==> config.mk <==
export PLATFORM = sky130hd
export DESIGN_NAME = spi_receive_con_flat
export DESIGN_NICKNAME = d
export VERILOG_FILES = /design/src/rtl/spi_receive_con_if.sv /design/src/rtl/spi_receive_con.sv /design/src/flat_wrapper.sv
export SDC_FILE = /design/constraint.sdc
export NUM_CORES = 1
export LEC_CHECK = 0
export CORE_ASPECT_RATIO = 1.4
export CORE_UTILIZATION = 40
export CTS_CLUSTER_DIAMETER = 200
export CTS_CLUSTER_SIZE = 12
export DETAILED_ROUTE_END_ITERATION = 16
export SLEW_MARGIN = 30
export SYNTH_ARGS = -nofsm -noshare
export SYNTH_HDL_FRONTEND = slang
export SYNTH_SLANG_ARGS = --single-unit
==> constraint.sdc <==
create_clock -name clk_in -period 4.8 [get_ports clk_in]
set_clock_uncertainty 0.05 [all_clocks]
set_input_delay 1.44 -clock clk_in [delete_from_list [all_inputs] [get_ports clk_in]]
set_output_delay 1.44 -clock clk_in [all_outputs]
set_load 0.05 [all_outputs]
==> src/rtl/spi_receive_con_if.sv <==
// Pin-level SPI camera link plus the tagged pixel stream it produces.
`timescale 1ns/1ps
interface spi_receive_con_if #(
  parameter int DATA_WIDTH = 8,
  parameter int LINES      = 4,
  parameter int H_PIXELS   = 160,
  parameter int V_PIXELS   = 90
);
  localparam int HW = $clog2(H_PIXELS);
  localparam int VW = $clog2(V_PIXELS);

  logic [LINES-1:0]      chip_data_in;
  logic                  chip_clk_in;
  logic                  chip_sel_in;
  logic                  frame_sync_in;
  logic                  pixel_valid_out;
  logic [DATA_WIDTH-1:0] pixel_data_out;
  logic [HW-1:0]         pixel_hcount_out;
  logic [VW-1:0]         pixel_vcount_out;
  logic                  frame_done_out;
  logic                  word_error_out;

  modport master (
    output chip_data_in, chip_clk_in, chip_sel_in, frame_sync_in,
    input  pixel_valid_out, pixel_data_out, pixel_hcount_out,
           pixel_vcount_out, frame_done_out, word_error_out
  );

  modport slave (
    input  chip_data_in, chip_clk_in, chip_sel_in, frame_sync_in,
    output pixel_valid_out, pixel_data_out, pixel_hcount_out,
           pixel_vcount_out, frame_done_out, word_error_out
  );
endinterface

==> src/rtl/spi_receive_con.sv <==
// Oversampling 4-line SPI pixel deserializer; tags each pixel with its
// decimated-frame column/row and flags frame completion and torn words.
`timescale 1ns/1ps
module spi_receive_con #(
  parameter int DATA_WIDTH = 8,
  parameter int LINES      = 4,
  parameter int H_PIXELS   = 160,
  parameter int V_PIXELS   = 90
) (
  input  logic              clk_in,
  input  logic              rst_in,
  spi_receive_con_if.slave  bus
);
  localparam int HW    = $clog2(H_PIXELS);
  localparam int VW    = $clog2(V_PIXELS);
  localparam int BEATS = DATA_WIDTH / LINES;
  localparam int CW    = $clog2(BEATS + 1);
  localparam logic [CW-1:0] BEATS_C = CW'(BEATS);
  localparam logic [HW-1:0] H_LAST  = HW'(H_PIXELS - 1);
  localparam logic [VW-1:0] V_LAST  = VW'(V_PIXELS - 1);

  typedef enum logic {IDLE, SHIFT} state_t;

  // Identical two-flop depth on every pin keeps data aligned with dclk.
  logic [LINES-1:0] data_s1, data_s2;
  logic [2:0]       clk_s;
  logic [1:0]       cs_s;
  logic [2:0]       fs_s;

  always_ff @(posedge clk_in or posedge rst_in) begin
    if (rst_in) begin
      data_s1 <= '0;
      data_s2 <= '0;
      clk_s   <= '0;
      cs_s    <= '1;
      fs_s    <= '0;
    end else begin
      data_s1 <= bus.chip_data_in;
      data_s2 <= data_s1;
      clk_s   <= {clk_s[1:0], bus.chip_clk_in};
      cs_s    <= {cs_s[0], bus.chip_sel_in};
      fs_s    <= {fs_s[1:0], bus.frame_sync_in};
    end
  end

  logic dclk_rise, fs_rise, cs_high;
  assign dclk_rise = clk_s[1] & ~clk_s[2];
  assign fs_rise   = fs_s[1] & ~fs_s[2];
  assign cs_high   = cs_s[1];

  state_t                state, state_n;
  logic [CW-1:0]         count, count_n;
  logic [DATA_WIDTH-1:0] shift, shift_n;
  logic                  word_done, word_err;

  always_ff @(posedge clk_in or posedge rst_in) begin
    if (rst_in) begin
      state <= IDLE;
      count <= '0;
      shift <= '0;
    end else begin
      state <= state_n;
      count <= count_n;
      shift <= shift_n;
    end
  end

  // A full word sits in shift for one cycle (count == BEATS) before it is
  // emitted; a beat arriving in that same cycle starts the next word.
  always_comb begin
    state_n   = state;
    count_n   = count;
    shift_n   = shift;
    word_done = (state == SHIFT) && (count == BEATS_C);
    word_err  = 1'b0;
    case (state)
      IDLE: begin
        count_n = '0;
        if (!cs_high) state_n = SHIFT;
      end
      SHIFT: begin
        if (word_done) count_n = '0;
        if (cs_high) begin
          word_err = (count != '0) && !word_done;
          state_n  = IDLE;
          count_n  = '0;
        end else if (dclk_rise) begin
          shift_n = {shift[DATA_WIDTH-LINES-1:0], data_s2};
          count_n = word_done ? CW'(1) : count + CW'(1);
        end
      end
      default: state_n = IDLE;
    endcase
  end

  logic [HW-1:0]         h_cnt, hcount;
  logic [VW-1:0]         v_cnt, vcount;
  logic [DATA_WIDTH-1:0] pixel;
  logic                  valid, frame_done, word_error;

  always_ff @(posedge clk_in or posedge rst_in) begin
    if (rst_in) begin
      h_cnt      <= '0;
      v_cnt      <= '0;
      hcount     <= '0;
      vcount     <= '0;
      pixel      <= '0;
      valid      <= 1'b0;
      frame_done <= 1'b0;
      word_error <= 1'b0;
    end else begin
      valid      <= word_done;
      frame_done <= word_done && (h_cnt == H_LAST) && (v_cnt == V_LAST);
      word_error <= word_err;
      if (word_done) begin
        pixel  <= shift;
        hcount <= h_cnt;
        vcount <= v_cnt;
        if (h_cnt == H_LAST) begin
          h_cnt <= '0;
          v_cnt <= (v_cnt == V_LAST) ? '0 : v_cnt + VW'(1);
        end else begin
          h_cnt <= h_cnt + HW'(1);
        end
      end
      // Frame sync wins over the advance so a coincident pixel keeps its
      // pre-sync coordinates while the next one starts at the origin.
      if (fs_rise) begin
        h_cnt <= '0;
        v_cnt <= '0;
      end
    end
  end

  assign bus.pixel_valid_out  = valid;
  assign bus.pixel_data_out   = pixel;
  assign bus.pixel_hcount_out = hcount;
  assign bus.pixel_vcount_out = vcount;
  assign bus.frame_done_out   = frame_done;
  assign bus.word_error_out   = word_error;
endmodule

==> src/flat_wrapper.sv <==
// flat-port wrapper written by rule: the top's interface ports become plain ports
module spi_receive_con_flat 
#(
  parameter int DATA_WIDTH = 8,
  parameter int LINES      = 4,
  parameter int H_PIXELS   = 160,
  parameter int V_PIXELS   = 90
)
  (clk_in, rst_in, bus_chip_data_in, bus_chip_clk_in, bus_chip_sel_in, bus_frame_sync_in, bus_pixel_valid_out, bus_pixel_data_out, bus_pixel_hcount_out, bus_pixel_vcount_out, bus_frame_done_out, bus_word_error_out);
  spi_receive_con_if #(.DATA_WIDTH(DATA_WIDTH), .LINES(LINES), .H_PIXELS(H_PIXELS), .V_PIXELS(V_PIXELS)) bus_i ();
  input  logic clk_in;
  input  logic rst_in;
  input wire logic [$bits(bus_i.chip_data_in)-1:0] bus_chip_data_in;
  input wire logic [$bits(bus_i.chip_clk_in)-1:0] bus_chip_clk_in;
  input wire logic [$bits(bus_i.chip_sel_in)-1:0] bus_chip_sel_in;
  input wire logic [$bits(bus_i.frame_sync_in)-1:0] bus_frame_sync_in;
  output wire logic [$bits(bus_i.pixel_valid_out)-1:0] bus_pixel_valid_out;
  output wire logic [$bits(bus_i.pixel_data_out)-1:0] bus_pixel_data_out;
  output wire logic [$bits(bus_i.pixel_hcount_out)-1:0] bus_pixel_hcount_out;
  output wire logic [$bits(bus_i.pixel_vcount_out)-1:0] bus_pixel_vcount_out;
  output wire logic [$bits(bus_i.frame_done_out)-1:0] bus_frame_done_out;
  output wire logic [$bits(bus_i.word_error_out)-1:0] bus_word_error_out;
  assign bus_i.chip_data_in = bus_chip_data_in;
  assign bus_i.chip_clk_in = bus_chip_clk_in;
  assign bus_i.chip_sel_in = bus_chip_sel_in;
  assign bus_i.frame_sync_in = bus_frame_sync_in;
  assign bus_pixel_valid_out = bus_i.pixel_valid_out;
  assign bus_pixel_data_out = bus_i.pixel_data_out;
  assign bus_pixel_hcount_out = bus_i.pixel_hcount_out;
  assign bus_pixel_vcount_out = bus_i.pixel_vcount_out;
  assign bus_frame_done_out = bus_i.frame_done_out;
  assign bus_word_error_out = bus_i.word_error_out;
  spi_receive_con #(.DATA_WIDTH(DATA_WIDTH), .LINES(LINES), .H_PIXELS(H_PIXELS), .V_PIXELS(V_PIXELS)) u_core (.clk_in(clk_in), .rst_in(rst_in), .bus(bus_i));
endmodule
== After elaboration in Yosys (flattened, before gate mapping) ==
Index checks and enable logic that the tools add are counted.

* Latch bits: 0
* Memories: 0
* Output and inout bits: 26
* Input port bits: 9
* Register bits: 68
* Word-level logic and storage cells: 54
* Memory bits (read-only): 0
* Memory bits (writable): 0

* Bitwise operators: 6
* Reductions and logical operators: 10
* Multiply operators: 0
* Muxes and demuxes: 15
* Divide/modulo/power cells: 0
* $lt $le $gt $ge: 0
* Add/subtract/negate cells: 3
* Eq/ne operators: 4
* Shift-type cells: 0

{| class="wikitable"
|+ Operator list
! kind !! count
|-
| $mux 7 || 4
|-
| $mux 8 || 3
|-
| $add 8x1->8 const B || 1
|-
| $eq 8x8->1 const B || 1
|-
| $mux 2 || 4
|-
| $add 7x1->7 const B || 1
|-
| $eq 7x7->1 const B || 1
|-
| $reduce_bool 2->1 || 3
|-
| $logic_and 1x1->1 || 4
|-
| $ne 4x2->1 const B || 1
|-
| $not 1->1 || 4
|-
| $pmux 2 s2 || 1
|-
| $mux 1 || 3
|-
| $reduce_and 3->1 || 1
|-
| $add 2x1->2 const B || 1
|-
| $and 1x1->1 || 2
|-
| $eq 2x2->1 const B || 1
|-
| $reduce_and 2->1 || 1
|-
| $logic_not 1->1 || 1
|}

== Logic depth before layout (Yosys ltp) ==
Gate-level depths: netlist of run 1.

* Word-level depth: 6
* Mapped depth: 6
* Gate-level depth less buffers: 6

== Worst setup path after synthesis of run 1 ==
No wires, ideal clock.

* Path kind: register to output
* From: register u_core.pixel[0], in the netlist u_core.bus.pixel_data_out[0]
* To: output bus_pixel_data_out[0]
* Cell stages (with the launch flop): 1
* Slack: 2.710 ns
* Arrival: 0.600 ns
* Data required time: 3.310 ns
* Buffers on the path: 0
* Cell sequence: dfrtp_1

{| class="wikitable"
|+ RTL lines
! element !! line !! text
|-
| start, declared || spi_receive_con.sv:98 || <nowiki>logic [DATA_WIDTH-1:0] pixel;</nowiki>
|-
| start signal, assigned || spi_receive_con.sv:116 || <nowiki>pixel <= shift;</nowiki>
|-
| end, declared || flat_wrapper.sv:18 || <nowiki>output wire logic [$bits(bus_i.pixel_data_out)-1:0] bus_pixel_data_out;</nowiki>
|}

No word-level cell between the ends.

== Worst setup path after layout of run 1 ==
* From: register u_core.vcount[6], in the netlist u_core.bus.pixel_vcount_out[6]
* To: output bus_pixel_vcount_out[6]

{| class="wikitable"
|+ RTL lines
! element !! line !! text
|-
| start, declared || spi_receive_con.sv:97 || <nowiki>logic [VW-1:0] v_cnt, vcount;</nowiki>
|-
| start signal, assigned || spi_receive_con.sv:118 || <nowiki>vcount <= v_cnt;</nowiki>
|-
| end, declared || flat_wrapper.sv:20 || <nowiki>output wire logic [$bits(bus_i.pixel_vcount_out)-1:0] bus_pixel_vcount_out;</nowiki>
|}

No word-level cell between the ends.

==> impl_metrics.toml, run 1 <==
[critical_path]
cp.required_ns = 3.31
rr_worst_depth = 4
r2r_slack_ns = 2.56
r2r-end = "u_core.v_cnt[4]$_DFFE_PP0P_"
cp.arrival_ns = 1.49
path_max_fanout = 2
worstSetupStartpointType = "register"
crit_slowest_cell = "clkdlybuf4s50_1"
crit_buf_inv = 1
startpoint = "u_core.bus.pixel_vcount_out[6]$_DFFE_PP0P_"
cp_top_family = "buffers and inverters"
critPathMaxStageDelay_ns = 0.80
path_cells = "clkdlybuf4s50_1"
critPathCapture = "bus_pixel_vcount_out[6]"
crit_type = "register to output port"
path_depth = 1
end_kind = "output port"
rr_startpoint = "u_core.count[0]$_DFFE_PP0P_"

[sta]
rsz0062_at_grt = "false"
drv_slew = 0
layout_worst_path_cycle_share_pct = 62.2
hold_viol_final = 0
worst_pin_slew_ns = 0.747
max_slew_margin_pct = 49.9
fmax_mhz = 335
fin_crit_ns = 2.98
fin_tns_setup_ns = 0
setup_ws_ns = 1.82
setup_viol = 0

[die]
die_area_um2 = 6850
die_x_um = 70.3
coreArea_um2 = 6250
ios = 35
row_count = 34
initial_core_util_pct = 41.7
die_height_um = 97.6

[run_status]
status = "finished clean"

[placement]
place_ws_ns = 2.16
hpwl_mm = 3.14
place.gp.congestion = 0.830
portBuffers = 34

[finish]
num-nets-final = 286
antennaDiodeCount = 0
fin_util_pct = 52.6
syn_to_final_growth_pct = 26.0
mostFrequentLayoutCell = "nand2_1"
drive_gt1_share_pct = 11.1
final_cell_mix = "nand2_1, dfrtp_1, clkdlybuf4s50_1"

[route]
drc_errors = 0
firstDrtPassIters = 4
drt-total-wl_mm = 4.69
drt.antenna.violating_nets = 0
drt_iter0_drc = 116
via_per_inst = 5.01
vias = 1760
routedWlPerCell_um = 13.4

[logic_synthesis]
avgSynthCellArea_um2 = 11.1
synth_async_sr_flop_share_pct = 100
synth_cell_types = 34
syn_nets = 247
yosys_most_used_dff = "dfrtp_1"
yosysSeqAreaShare_pct = 65.3
synth-edff-count = 0
synth_area_um2 = 2610
yosys_warnings = 0
synth_seq_cells = 68
syn_inst = 235

[grt]
grt_usage_pct = 15.9
grt_first_pass_wirelength_mm = 8.11
grt_pass1_vias = 1739
grt_overflow = 0
grt_max_degree = 36
antenna_found_initial = 0

[flow_run]
maxCapViolations = 0

[cts]
cts_resized = 0
cts_tree = "built"
numCtsBuffers = 9
clk_pin_slew_ns = 0.07
cts_hold_buffers = 0
clockBufferDepth = 2
clkSinkCount = 68
cts-root-buf = "clkbuf_8"
clock_latency_ns = 0.33
postCtsSetupRepairBufs = 0
cts_max_level = 3

[hold_path]
hp-class = "register to register"
min_path_cells = 0

[pwr]
cellPowerDensity_nw_per_um2 = 395
ir_drop_mv = 0.214
power_mw = 1.30
p_leak_nw = 1.58
==> worst register-to-register path: cells and delay by family, from the launching register on <==
kind             cells  cell delay [ns]
flip-flops           1             0.41
AO/OA/AOI/OAI        1             0.10
AND/OR/NAND/NOR      3             1.60
==> power by group <==
part / internal, mW / leakage [nW] / switching (mW) / total (mW)
combinational: 0.0316 / 0.550 / 0.0379 / 0.0695
sequential: 0.604 / 0.892 / 0.0154 / 0.620
clock: 0.397 / 0.133 / 0.212 / 0.609
total: 1.03 / 1.58 / 0.266 / 1.30
==> area by class of cell <==
cell class                 count  area (µm²)
clock inverter                 7         139
clock buffer                   9         124
fill                         576        2970
timing repair buffer          36         355
inverter                       7        26.3
tap                           72        90.1
multi-input combinational    152         848
sequential                    68        1700
==> cell usage after synthesis (2+ instances only) <==
cell / number / area (µm²)
nand2_1: 77 / 289
dfrtp_1: 66 / 1650
mux2_2: 8 / 90.1
a21oi_1: 7 / 35.0
clkbuf_1: 7 / 26.3
inv_1: 6 / 22.5
nor2_1: 6 / 22.5
o21ai_0: 6 / 30.0
and3_1: 5 / 31.3
nand3_1: 5 / 25.0
xnor2_1: 5 / 43.8
a211oi_1: 4 / 30.0
or4_1: 4 / 30.0
ha_1: 3 / 37.5
xor2_1: 3 / 26.3
dfstp_2: 2 / 52.6
nand4_1: 2 / 12.5
nor2b_1: 2 / 12.5
o31ai_1: 2 / 15.0
==> cells by family after synthesis <==
family | synth area share [%]
mux | 3.45
buf+inv | 2.16
flops | 65.3
simple gates | 19.4
fa+ha+maj | 1.44
xor+xnor | 2.69
compound gates | 5.52
==> worst min-delay path by stage <==
stage,start,end,slack (ns)
3_5_place_dp,u_core.fs_s[0]$_DFF_PP0_,u_core.fs_s[1]$_DFF_PP0_,0.29
6_report,u_core.fs_s[0]$_DFF_PP0_,u_core.fs_s[1]$_DFF_PP0_,0.30
5_1_grt,u_core.data_s1[1]$_DFF_PP0_,u_core.data_s2[1]$_DFF_PP0_,0.31
2_1_floorplan,u_core.clk_s[0]$_DFF_PP0_,u_core.clk_s[1]$_DFF_PP0_,0.28
3_3_place_gp,u_core.fs_s[0]$_DFF_PP0_,u_core.fs_s[1]$_DFF_PP0_,0.28
4_1_cts,u_core.fs_s[0]$_DFF_PP0_,u_core.fs_s[1]$_DFF_PP0_,0.30
==> sequential cells by signal (all words and copies together), names as in the netlist, 3 cells and up <==
register / cells
u_core.bus.pixel_data_out: 8
u_core.bus.pixel_hcount_out: 8
u_core.h_cnt: 8
u_core.shift: 8
u_core.bus.pixel_vcount_out: 7
u_core.v_cnt: 7
u_core.data_s1: 4
u_core.data_s2: 4
u_core.clk_s: 3
u_core.fs_s: 3
==> per-stage QoR <==
step | cells | hold slack (ns) | area [µm²]
2_1_floorplan | 235 | 0.281 | 2610
3_3_place_gp | 335 | 0.282 | 3020
3_5_place_dp | 335 | 0.286 | 3020
4_1_cts | 351 | 0.302 | 3290
5_1_grt | 351 | 0.307 | 3290
6_report | 351 | 0.300 | 3290
==> metal layers <==
| metal | GRT usage (%) | routed length [µm] | vias up |
|---|---|---|---|
| li1 | - | - | 854 |
| met1 | 18.7 | 2070 | 876 |
| met2 | 24.9 | 2420 | 24 |
| met3 | 4.67 | 132 | 6 |
| met4 | 10.5 | 68 | 0 |
| met5 | 0 | 0 | - |
Power figures use the tool's default switching activity.
==> inputs of run 2 (changes only) <==
Clock period 4.8 ns to 3 ns, I/O delays scaled along.
==> run 2 against run 1 <==
Final cell count is 0.28% higher. Count of clock-buffer cells in the layout is 6 higher. Cell area is 1.9% lower. Non-clock buffer count is 1 higher. Flip-flop and latch count stayed put. Sequential share of layout area is 0.99 points higher. Sequential power is 60% higher. Utilization is 0.98 points lower. Global-route usage is 0.37 points lower. Die area stayed put. Critical endpoint is now bus_pixel_vcount_out[3]. Highest routed layer unchanged.
==> impl_metrics.toml, run 2 (synthesized netlist as in run 1, its figures left out) <==
[run_status]
status = "finished clean"

[die]
die_height_um = 97.6
die_x_um = 70.3
initial_core_util_pct = 41.7
ios = 35
coreArea_um2 = 6250
die_area_um2 = 6850
row_count = 34

[grt]
grt_first_pass_wirelength_mm = 8.05
grt_usage_pct = 15.5
grt_pass1_vias = 1737
antenna_found_initial = 0
grt_max_degree = 69
grt_overflow = 0

[sta]
fin_tns_setup_ns = 0
rsz0062_at_grt = "false"
worst_pin_slew_ns = 0.609
setup_viol = 0
layout_worst_path_cycle_share_pct = 81.6
hold_viol_final = 0
fin_crit_ns = 2.45
max_slew_margin_pct = 58.9
fmax_mhz = 409
drv_slew = 0

[critical_path]
cp.required_ns = 2.05
startpoint = "u_core.bus.pixel_vcount_out[3]$_DFFE_PP0P_"
crit_slowest_cell = "clkdlybuf4s50_1"
critPathMaxStageDelay_ns = 0.80
cp.arrival_ns = 1.50
r2r_slack_ns = 0.97
r2r-end = "u_core.v_cnt[4]$_DFFE_PP0P_"
end_kind = "output port"
crit_buf_inv = 1
crit_type = "register to output port"
path_max_fanout = 2
path_cells = "clkdlybuf4s50_1"
cp_top_family = "buffers and inverters"
rr_worst_depth = 5
worstSetupStartpointType = "register"
rr_startpoint = "u_core.h_cnt[0]$_DFFE_PP0P_"

[placement]
hpwl_mm = 3.02
place.gp.congestion = 0.863
portBuffers = 34

[route]
via_per_inst = 5.05
firstDrtPassIters = 4
vias = 1777
routedWlPerCell_um = 13.5
drc_errors = 0
drt-total-wl_mm = 4.75
drt_iter0_drc = 119
drt.antenna.violating_nets = 0

[cts]
cts_tree = "built"
clockBufferDepth = 2
clkSinkCount = 68
clock_latency_ns = 0.33
cts-root-buf = "clkbuf_8"
numCtsBuffers = 9
postCtsSetupRepairBufs = 0
cts_hold_buffers = 0
cts_resized = 0
cts_max_level = 3
clk_pin_slew_ns = 0.07

[hold_path]
hold_path.startpoint = "u_core.data_s1[2]$_DFF_PP0_"
holdPathEnd = "u_core.data_s2[2]$_DFF_PP0_"
hp-class = "register to register"
min_path_cells = 0

[finish]
syn_to_final_growth_pct = 23.6
fillCellCount = 565
antennaDiodeCount = 0
num-nets-final = 287
final_cell_mix = "nand2_1, dfrtp_1, clkdlybuf4s50_1"
drive_gt1_share_pct = 10.4
mostFrequentLayoutCell = "nand2_1"

[pwr]
ir_drop_mv = 0.282
cellPowerDensity_nw_per_um2 = 553
power_mw = 1.78
p_leak_nw = 1.55

[flow_run]
maxCapViolations = 0
-- run 2: cell types whose count changed in the layout (fill, tap and decap cells not counted), sizes merged --
cell / change
clkbuf: +6
bufinv: -4
clkinv: -2
buf: +1
-- run 2: power breakdown --
group	internal, mW	switching (mW)	leakage (nW)
Combinational	0.0517	0.0610	0.559
Clock	0.368	0.310	0.0937
Sequential	0.967	0.0252	0.892
Total	1.39	0.396	1.55
-- run 2: layout make-up --
class / count / area (µm²) / share of cell area [%]
inverter: 7 / 26.3 / 0.815
sequential: 68 / 1700 / 52.8
multi-input combinational: 152 / 848 / 26.3
tap: 72 / 90.1 / 2.79
clock inverter: 1 / 5.00 / 0.155
clock buffer: 15 / 176 / 5.47
timing repair buffer: 37 / 375 / 11.6
-- run 2: worst max path at each step --
stage | endpoint | cells past startpoint
6_report | bus_pixel_vcount_out[3] | 1
5_1_grt | bus_pixel_hcount_out[0] | 1
4_1_cts | bus_pixel_vcount_out[6] | 1
3_5_place_dp | bus_pixel_hcount_out[3] | 1
3_3_place_gp | bus_pixel_vcount_out[6] | 1
2_1_floorplan | u_core.bus.frame_done_out$_DFF_PP0_ | 1
-- run 2: metrics by stage --
| step | setup slack, ns | cell area, µm² | util [%] | hold slack [ns] | cells |
|---|---|---|---|---|---|
| final | 0.553 | 3230 | 51.6 | 0.299 | 352 |
| after detailed placement | 0.904 | 3040 | 48.7 | 0.287 | 336 |
| after global placement | 0.904 | 3040 | 48.7 | 0.283 | 336 |
| after CTS | 0.529 | 3230 | 51.6 | 0.302 | 352 |
| after floorplan | 0.342 | 2610 | - | 0.281 | 235 |
| after global routing | 0.510 | 3230 | 51.6 | 0.312 | 352 |
-- run 2: routing by layer --
metal  share of wire, %  GRT usage (%)  vias to the layer above
met5                  0              0                        -
met4                2.4           8.77                        0
met3                2.7           3.73                       10
met2                 50           24.5                       29
met1                 45           19.3                      876
li1                   -              -                      862
